## config.mk

```make
export PLATFORM = sky130hd
export DESIGN_NAME = error_response_slave
export DESIGN_NICKNAME = d
export VERILOG_FILES = /design/src/rtl/error_response_slave.sv
export SDC_FILE = /design/constraint.sdc
export NUM_CORES = 1
export LEC_CHECK = 0
export ABC_AREA = 1
export BUFFER_PORTS_ARGS = -buffer_cell sky130_fd_sc_hd__buf_2
export CAP_MARGIN = 20
export CORE_MARGIN = 2
export CORE_UTILIZATION = 35
export DETAILED_ROUTE_END_ITERATION = 10
export GPL_TIMING_DRIVEN = 0
export SYNTH_ARGS = -nofsm -noshare
export SYNTH_HDL_FRONTEND = slang
export SYNTH_SLANG_ARGS = --single-unit
```

## constraint.sdc

```tcl
create_clock -name clk -period 1.8 [get_ports clk]
set_input_delay 0.45 -clock clk [delete_from_list [all_inputs] [get_ports clk]]
set_output_delay 0.45 -clock clk [all_outputs]
set_load 0.02 [all_outputs]
```

## src/rtl/error_response_slave.sv

```systemverilog
// Default/error slave: completes every Avalon-MM access with an error response
// and fill data, and logs each offending command into a small CSR block.
module error_response_slave #(
   parameter int                ADDR_W    = 16,
   parameter int                DATA_W    = 32,
   parameter int                BURST_W   = 4,
   parameter logic [1:0]        RESP_CODE = 2'b10,
   parameter logic [DATA_W-1:0] READ_FILL = '0,
   parameter int                CNT_W     = 16
) (
   input  logic               clk,
   input  logic               reset,
   input  logic [ADDR_W-1:0]  avs_s0_address,
   input  logic               avs_s0_read,
   input  logic               avs_s0_write,
   input  logic [DATA_W-1:0]  avs_s0_writedata,
   input  logic [BURST_W-1:0] avs_s0_burstcount,
   output logic               avs_s0_waitrequest,
   output logic [DATA_W-1:0]  avs_s0_readdata,
   output logic               avs_s0_readdatavalid,
   output logic               avs_s0_writeresponsevalid,
   output logic [1:0]         avs_s0_response,
   input  logic [1:0]         avs_csr_address,
   input  logic               avs_csr_read,
   input  logic               avs_csr_write,
   input  logic [31:0]        avs_csr_writedata,
   output logic [31:0]        avs_csr_readdata,
   output logic               irq
);

   typedef enum logic [1:0] {IDLE, RBURST, WBURST} state_e;

   localparam logic [BURST_W-1:0] ONE = BURST_W'(1);

   state_e               state_q, state_d;
   logic [BURST_W-1:0]   beats_q, beats_d;
   logic                 wrsp_q, wrsp_d;

   logic                 log_en, log_wr, proto_set;
   logic [BURST_W-1:0]   n_eff;

   logic [CNT_W-1:0]     cnt_q, cnt_d;
   logic                 sat_q, sat_d;
   logic                 fv_q, fv_d;
   logic                 proto_q, proto_d;
   logic [ADDR_W-1:0]    first_q, first_d;
   logic [ADDR_W-1:0]    last_addr_q, last_addr_d;
   logic                 last_wr_q, last_wr_d;
   logic                 irq_en_q, irq_en_d;
   logic [31:0]          csr_rdata_q, csr_rdata_d;
   logic [31:0]          csr_mux;
   logic                 ctrl_wr, clr;

   logic                 unused_ok;
   assign unused_ok = ^{avs_s0_writedata, avs_csr_writedata[31:2]};

   assign n_eff = (avs_s0_burstcount == '0) ? ONE : avs_s0_burstcount;

   // ---------------- FSM: state register ----------------
   always_ff @(posedge clk or negedge reset) begin
      if (!reset) begin
         state_q <= IDLE;
         beats_q <= '0;
         wrsp_q  <= 1'b0;
      end else begin
         state_q <= state_d;
         beats_q <= beats_d;
         wrsp_q  <= wrsp_d;
      end
   end

   // ---------------- FSM: next state ----------------
   // Commands are only taken in IDLE; a simultaneous read+write is served as a read.
   always_comb begin
      state_d   = state_q;
      beats_d   = beats_q;
      wrsp_d    = 1'b0;
      log_en    = 1'b0;
      log_wr    = 1'b0;
      proto_set = 1'b0;
      case (state_q)
         IDLE: begin
            if (avs_s0_read) begin
               log_en    = 1'b1;
               proto_set = avs_s0_write;
               state_d   = RBURST;
               beats_d   = n_eff;
            end else if (avs_s0_write) begin
               log_en = 1'b1;
               log_wr = 1'b1;
               if (n_eff == ONE) begin
                  wrsp_d = 1'b1;
               end else begin
                  state_d = WBURST;
                  beats_d = n_eff - 1'b1;
               end
            end
         end
         RBURST: begin
            beats_d = beats_q - 1'b1;
            if (beats_q == ONE) state_d = IDLE;
         end
         WBURST: begin
            proto_set = avs_s0_read;
            if (avs_s0_write) begin
               beats_d = beats_q - 1'b1;
               if (beats_q == ONE) begin
                  wrsp_d  = 1'b1;
                  state_d = IDLE;
               end
            end
         end
         default: state_d = IDLE;
      endcase
   end

   // ---------------- FSM: outputs ----------------
   always_comb begin
      avs_s0_waitrequest        = (state_q == RBURST);
      avs_s0_readdatavalid      = (state_q == RBURST);
      avs_s0_writeresponsevalid = wrsp_q;
      avs_s0_readdata           = avs_s0_readdatavalid ? READ_FILL : '0;
      avs_s0_response           = (avs_s0_readdatavalid || wrsp_q) ? RESP_CODE : 2'b00;
   end

   // ---------------- Logging and CSR next state ----------------
   assign ctrl_wr = avs_csr_write && (avs_csr_address == 2'd3);
   assign clr     = ctrl_wr && avs_csr_writedata[1];

   // Clear is applied first so a command logged in the same cycle survives it.
   always_comb begin
      cnt_d       = clr ? '0 : cnt_q;
      sat_d       = clr ? 1'b0 : sat_q;
      fv_d        = clr ? 1'b0 : fv_q;
      proto_d     = (clr ? 1'b0 : proto_q) | proto_set;
      first_d     = clr ? '0 : first_q;
      last_addr_d = clr ? '0 : last_addr_q;
      last_wr_d   = clr ? 1'b0 : last_wr_q;
      irq_en_d    = ctrl_wr ? avs_csr_writedata[0] : irq_en_q;
      if (log_en) begin
         if (cnt_d == '1) sat_d = 1'b1;
         else             cnt_d = cnt_d + 1'b1;
         if (!fv_d) begin
            fv_d    = 1'b1;
            first_d = avs_s0_address;
         end
         last_addr_d = avs_s0_address;
         last_wr_d   = log_wr;
      end
   end

   always_comb begin
      csr_mux = '0;
      case (avs_csr_address)
         2'd0: begin
            csr_mux[0]            = fv_q;
            csr_mux[1]            = proto_q;
            csr_mux[2]            = sat_q;
            csr_mux[16 +: CNT_W]  = cnt_q;
         end
         2'd1: csr_mux[ADDR_W-1:0] = first_q;
         2'd2: begin
            csr_mux[ADDR_W-1:0] = last_addr_q;
            csr_mux[31]         = last_wr_q;
         end
         default: csr_mux[0] = irq_en_q;
      endcase
      csr_rdata_d = avs_csr_read ? csr_mux : '0;
   end

   always_ff @(posedge clk or negedge reset) begin
      if (!reset) begin
         cnt_q       <= '0;
         sat_q       <= 1'b0;
         fv_q        <= 1'b0;
         proto_q     <= 1'b0;
         first_q     <= '0;
         last_addr_q <= '0;
         last_wr_q   <= 1'b0;
         irq_en_q    <= 1'b0;
         csr_rdata_q <= '0;
      end else begin
         cnt_q       <= cnt_d;
         sat_q       <= sat_d;
         fv_q        <= fv_d;
         proto_q     <= proto_d;
         first_q     <= first_d;
         last_addr_q <= last_addr_d;
         last_wr_q   <= last_wr_d;
         irq_en_q    <= irq_en_d;
         csr_rdata_q <= csr_rdata_d;
      end
   end

   assign avs_csr_readdata = csr_rdata_q;
   assign irq              = irq_en_q & fv_q;

endmodule

```

==> flow_summary.json, run 1 <==
{
  "tightest_slew_ns": 0.573,
  "slew_headroom_pct": 61.8,
  "max_freq_mhz": 565,
  "clockBufferDepth": 2,
  "period_needed_ns": 1.77,
  "syn_area_um2": 4750,
  "io_pins": 162,
  "setup_viol": 0,
  "tns_ns": 0,
  "fillers": 1316,
  "grt_usage_pct": 16.2,
  "async_flop_share_pct": 100,
  "detail-route-antenna-nets": 0,
  "cts-buffers-inserted": 9,
  "start_kind": "register",
  "core_um2": 13200,
  "cts_tree": "yes",
  "ctsHoldBuffers": 0,
  "synth_cell_types": 36,
  "synth_seq_area_share_pct": 48.5,
  "rsz0062_at_grt": "true",
  "synth-edff-count": 0,
  "detail_route.vias_per_cell": 4.62,
  "p_sw_share_pct": 34.1,
  "clkPwrFrac_pct": 28.9,
  "synth_area_leader_cell": "dfrtp_1",
  "yosysMostFrequentCell": "nand2_1",
  "synth-seq-cells": 92,
  "clkSinkCount": 92,
  "routed_wl_um": 11400,
  "wire_per_inst_um": 13.2,
  "die_w_um": 121,
  "slew_viol_final": 0,
  "grt_max_degree": 52,
  "combPwrFrac_pct": 30.0,
  "final_nets": 790,
  "path_class": "register to primary output",
  "die_height_um": 121,
  "clkTransAtPathRegs_ns": 0.06,
  "drive_gt1_share_pct": 27.8,
  "grt_overflow_total": 0,
  "antenna_found_initial": 0,
  "worstPathArrival_ns": 1.32,
  "endpoint_kind": "primary output",
  "synth_warnings": 0,
  "grt_first_pass_wirelength_um": 18600,
  "critPathMaxFanout": 4,
  "insertion_delay_ns": 0.34,
  "synth_area_per_cell_um2": 8.39,
  "ys_top_cells_by_count": "nand2_1 (116), dfrtp_1 (92), inv_1 (69), nand3_1 (61), o21ai_0 (43)",
  "htreeDepth": 3,
  "intPower_mw": 4.65,
  "portBuffers": 66,
  "p_sw_mw": 2.41,
  "start_util_pct": 35.9,
  "yosys-top-cells-area": "dfrtp_1 (48%), nand2_1 (9.2%), nand3_1 (6.4%)",
  "vias": 3992,
  "postSynthCellCount": 566,
  "fin_crit_sh_pct": 98.2,
  "seqPwrFrac_pct": 41.1,
  "rows": 42,
  "cap_viol_max_count": 0,
  "firstDrtPassIters": 5,
  "status": "finished, final reports clean",
  "ir_drop_uv": 569,
  "dp_hpwl_um": 8150,
  "finalWeightedCongestion": 0.878,
  "cts_root_buf": "clkbuf_16",
  "diodes": 0,
  "power_density_nw_per_um2": 1170,
  "hold_viol_final": 0,
  "synth_top_area_share_pct": 48.5,
  "crit_required_ns": 1.35,
  "leakagePower_nw": 3.18,
  "synth_flop_cell": "dfrtp_1",
  "drcViolationCount": 0,
  "timing.hold.ws_ns": 0.104,
  "grt_pass1_vias": 3889,
  "area_growth_pct": 26.9,
  "hold_class": "input pin to async pin",
  "skew_ns": 0.00537,
  "die_area_um2": 14500,
  "first_iter_violations": 288
}
==> worst paths after layout <==
kind	startpoint	endpoint	slack (ns)	cells past startpoint
min in group clk	avs_csr_write	irq_en_q	0.37	2
worst max register to register	state_q[0]	cnt_q[12]	0.13	8
max in group asynchronous	reset	cnt_q[8]	1.05	2
worst max-delay path	state_q[0]	avs_s0_response[1]	0.03	3
worst min register to register	proto_q	proto_q	0.50	2
worst min-delay path	reset	first_q[7]	0.10	1
==> state kept, by name, indices dropped and copies added (netlist names), 2 cells and up <==
| register | flops |
|---|---|
| avs_csr_readdata | 32 |
| cnt_q | 16 |
| state_q | 2 |
| last_addr_q | 16 |
| beats_q | 4 |
| first_q | 16 |
==> worst max-delay path: stages (launching register included) <==
cell	delay [ns]
dfrtp_2	0.44
ha_4	0.18
or2_4	0.23
buf_6	0.13
==> power by group through the flow <==
stage / sequential [mW] / combinational [mW] / clock [mW]
after CTS: 2.89 / 2.05 / 2.09
after detailed placement: 2.92 / 1.96 / 0
after global placement: 2.90 / 1.89 / 0
after global routing: 2.95 / 2.38 / 2.17
final: 2.90 / 2.12 / 2.04
after floorplan: 2.90 / 1.40 / 0
==> per-stage QoR <==
stage,total power [mW],setup slack [ns],utilization (%),instance area (um^2),instances
2_1_floorplan,4.31,-0.171,-,4950,598
3_3_place_gp,4.79,-0.634,41.5,5500,840
3_5_place_dp,4.89,-0.664,41.8,5530,841
4_1_cts,7.03,0.00797,44.8,5940,861
5_1_grt,7.51,-0.00705,45.5,6030,864
6_report,7.06,0.0315,45.5,6030,864
==> area by class of cell <==
cell class                 count  area, um^2  area share [%]
sequential                    92        2300            38.2
clock inverter                 5        85.1            1.41
multi-input combinational    378        2090            34.6
timing repair buffer          75         434            7.20
buffer                        54         380            6.31
clock buffer                  10         239            3.96
inverter                      74         283            4.69
tap                          176         220            3.65
==> kinds of logic (layout without fill, tap and decap cells) <==
kind of cell,Yosys count,count (layout),share of synthesized area [%]
adder cells (fa/ha/maj),14,14,3.69
buffers and inverters,129,218,13.2
AND/OR/NAND/NOR,239,240,24.1
AO/OA/AOI/OAI,83,83,9.01
flip-flops,92,92,48.5
XOR/XNOR,8,8,1.47
other,1,33,0.0789
==> timing repair <==
action,CTS,global route
resized for setup,16,28
hold endpoints to repair,0,0
gates cloned,1,0
buffers inserted,5,3
setup endpoints to repair,48,57
pin swaps,3,5
==> cells in the final DEF (no fill, tap or decap), drive strengths merged, types with 3 or more instances in the layout <==
cell type,Yosys,layout
nor3,3,3
nand4,6,6
xor2,6,6
nand3,66,67
ha,14,14
dfrtp,92,92
o21ai,57,57
conb,1,33
inv,74,75
clkbuf,14,22
a21oi,20,20
nor2,37,37
buf,41,117
nand2,123,123
==> per-layer routing <==
layer	track usage [%]	vias up	part of all wire [%]
met5	0	-	0
met4	5.81	0	1.4
met3	3.21	11	6.8
met2	26.1	139	47
met1	21.6	1863	45
li1	-	1979	-
No activity file was read; power rests on OpenSTA's default activity.
==> run 2, diff against run 1 <==
--- a/config.mk
+++ b/config.mk
@@ -8,10 +8,13 @@
 export ABC_AREA = 1
 export BUFFER_PORTS_ARGS = -buffer_cell sky130_fd_sc_hd__buf_2
 export CAP_MARGIN = 20
+export CELL_PAD_IN_SITES_DETAIL_PLACEMENT = 1
+export CELL_PAD_IN_SITES_GLOBAL_PLACEMENT = 2
 export CORE_MARGIN = 2
-export CORE_UTILIZATION = 35
+export CORE_UTILIZATION = 28
 export DETAILED_ROUTE_END_ITERATION = 10
 export GPL_TIMING_DRIVEN = 0
+export PLACE_DENSITY_LB_ADDON = 0.1
 export SYNTH_ARGS = -nofsm -noshare
 export SYNTH_HDL_FRONTEND = slang
 export SYNTH_SLANG_ARGS = --single-unit
==> run 2 against run 1 <==
Sequential power hardly changed. Combinational power is 8% higher. Largest power group unchanged. Fmax is 0.82% lower. Total power is 0.12% lower. Routed wire length is 21% higher. Global-route usage is 0.23 points lower. Flip-flop and latch count stayed put. Final area is 2.6% higher. Clock skew is 0.0012 ns higher. Sequential share of layout area is 1.0 points lower. Non-clock buffer count is 9 higher.
==> flow_summary.json, run 2 (synthesis gave the netlist of run 1 again) <==
{
  "status": "finished, final reports clean",
  "place_ws_ns": -0.760,
  "cts-buffers-inserted": 9,
  "cp_num_buf_inv": 1,
  "path_class": "register to primary output",
  "rsz0062_at_grt": "true",
  "clkTransAtPathRegs_ns": 0.07,
  "portBuffers": 66,
  "rrSetupSlack_ns": 0.15,
  "cts_tree": "yes",
  "crit_chain": "ha_4 -> or2_4 -> buf_6",
  "first_iter_violations": 187,
  "power_density_nw_per_um2": 1140,
  "finalWeightedCongestion": 0.756,
  "grt_first_pass_wirelength_um": 22400,
  "worstPathArrival_ns": 1.33,
  "start_util_pct": 28.6,
  "clkSinkCount": 92,
  "setup_viol": 0,
  "insertion_delay_ns": 0.35,
  "critPathMaxFanout": 3,
  "fin_crit_sh_pct": 99.1,
  "rows": 47,
  "r2r_cells": 8,
  "critical-path-top-delay-family": "flip-flops",
  "io_pins": 162,
  "firstDrtPassIters": 4,
  "detail_route.vias_per_cell": 4.44,
  "antenna_found_initial": 1,
  "endpoint_kind": "primary output",
  "grt_max_degree": 54,
  "cts_root_buf": "clkbuf_16",
  "grt_pass1_vias": 4335,
  "timing.hold.ws_ns": 0.0755,
  "drcViolationCount": 0,
  "final_common_cell": "nand2_1",
  "die_height_um": 134,
  "slew_viol_final": 0,
  "slew_headroom_pct": 58.8,
  "grt_usage_pct": 15.9,
  "cap_viol_max_count": 0,
  "crit_required_ns": 1.35,
  "hold_class": "input pin to async pin",
  "die_area_um2": 18000,
  "start_kind": "register",
  "rr_startpoint": "state_q[0]",
  "hold_viol_final": 0,
  "critPathMaxStageDelay_ns": 0.43,
  "skew_ns": 0.00658,
  "tightest_slew_ns": 0.618,
  "vias": 4078,
  "detail-route-antenna-nets": 0,
  "ir_drop_uv": 542,
  "setup_ws_ns": 0.0169,
  "max_freq_mhz": 561,
  "core_um2": 16600,
  "routed_wl_um": 13800,
  "dp_hpwl_um": 9880,
  "mostFrequentLayoutCells": "nand2_1 (107), dfrtp_1 (92), inv_1 (65)",
  "wire_per_inst_um": 15.0,
  "period_needed_ns": 1.78,
  "grt_overflow_total": 0,
  "final_nets": 799,
  "htreeDepth": 3,
  "clockBufferDepth": 2,
  "leakagePower_nw": 3.25,
  "reg2reg_to": "first_q[13]",
  "die_w_um": 134,
  "largest_reg_flops": 32,
  "area_growth_pct": 30.3,
  "cpMaxStageDelayCell": "dfrtp_1",
  "drive_gt1_share_pct": 29.5
}
-- run 2: repair_timing --
item | CTS | global route
hold buffers | 0 | 0
gates cloned | 1 | 0
setup endpoints to repair | 53 | 62
setup buffers | 4 | 13
gates resized for setup | 28 | 38
pin swaps | 4 | 12
-- run 2: through the flow --
step	total power [mW]	std cells	instance area [um^2]	setup TNS (ns)	util, %
2_1_floorplan	4.31	598	4950	-1.92	-
3_3_place_gp	4.89	884	5550	-90.99	33.5
3_5_place_dp	5.00	885	5580	-26.55	33.7
4_1_cts	7.02	905	5980	-0.0929	36.1
5_1_grt	7.58	918	6190	-0.150	37.3
6_report	7.05	919	6190	0	37.3
-- run 2: power by group --
group	switching [mW]	internal (mW)	total, mW
Clock	0.903	0.960	1.86
Combinational	1.39	0.885	2.28
Sequential	0.326	2.58	2.91
-- run 2: how the worst max path moves through the flow --
stage / startpoint / end / slack, ns / cells after the start
after floorplan: avs_csr_address[0] / cnt_q[5] / -0.17 / 15
after global placement: reset / cnt_q[0] / -0.74 / 1
after detailed placement: avs_csr_address[0] / cnt_q[5] / -0.76 / 16
after CTS: avs_csr_address[0] / cnt_q[1] / -0.03 / 15
after global routing: avs_csr_address[1] / cnt_q[6] / -0.06 / 15
final: state_q[0] / avs_s0_response[1] / 0.02 / 3
-- run 2: final cells by class --
class                   count  area [um^2]
fillers                  2027        10400
flip-flops and latches     92         2300
multi-input cells         378         2130
repair buffers             84          528
plain buffers              54          379
inverters                  74          288
well taps                 220          275
clock buffers               9          225
clock inverters             7         56.3
diodes                      1         2.50
-- run 2: layer usage --
metal  wire [um]  share of wire [%]  track usage [%]
met5           0                  0                0
met4         219                1.6             5.73
met1        6590                 48             21.4
met3         482                3.5             2.61
met2        6480                 47             25.9
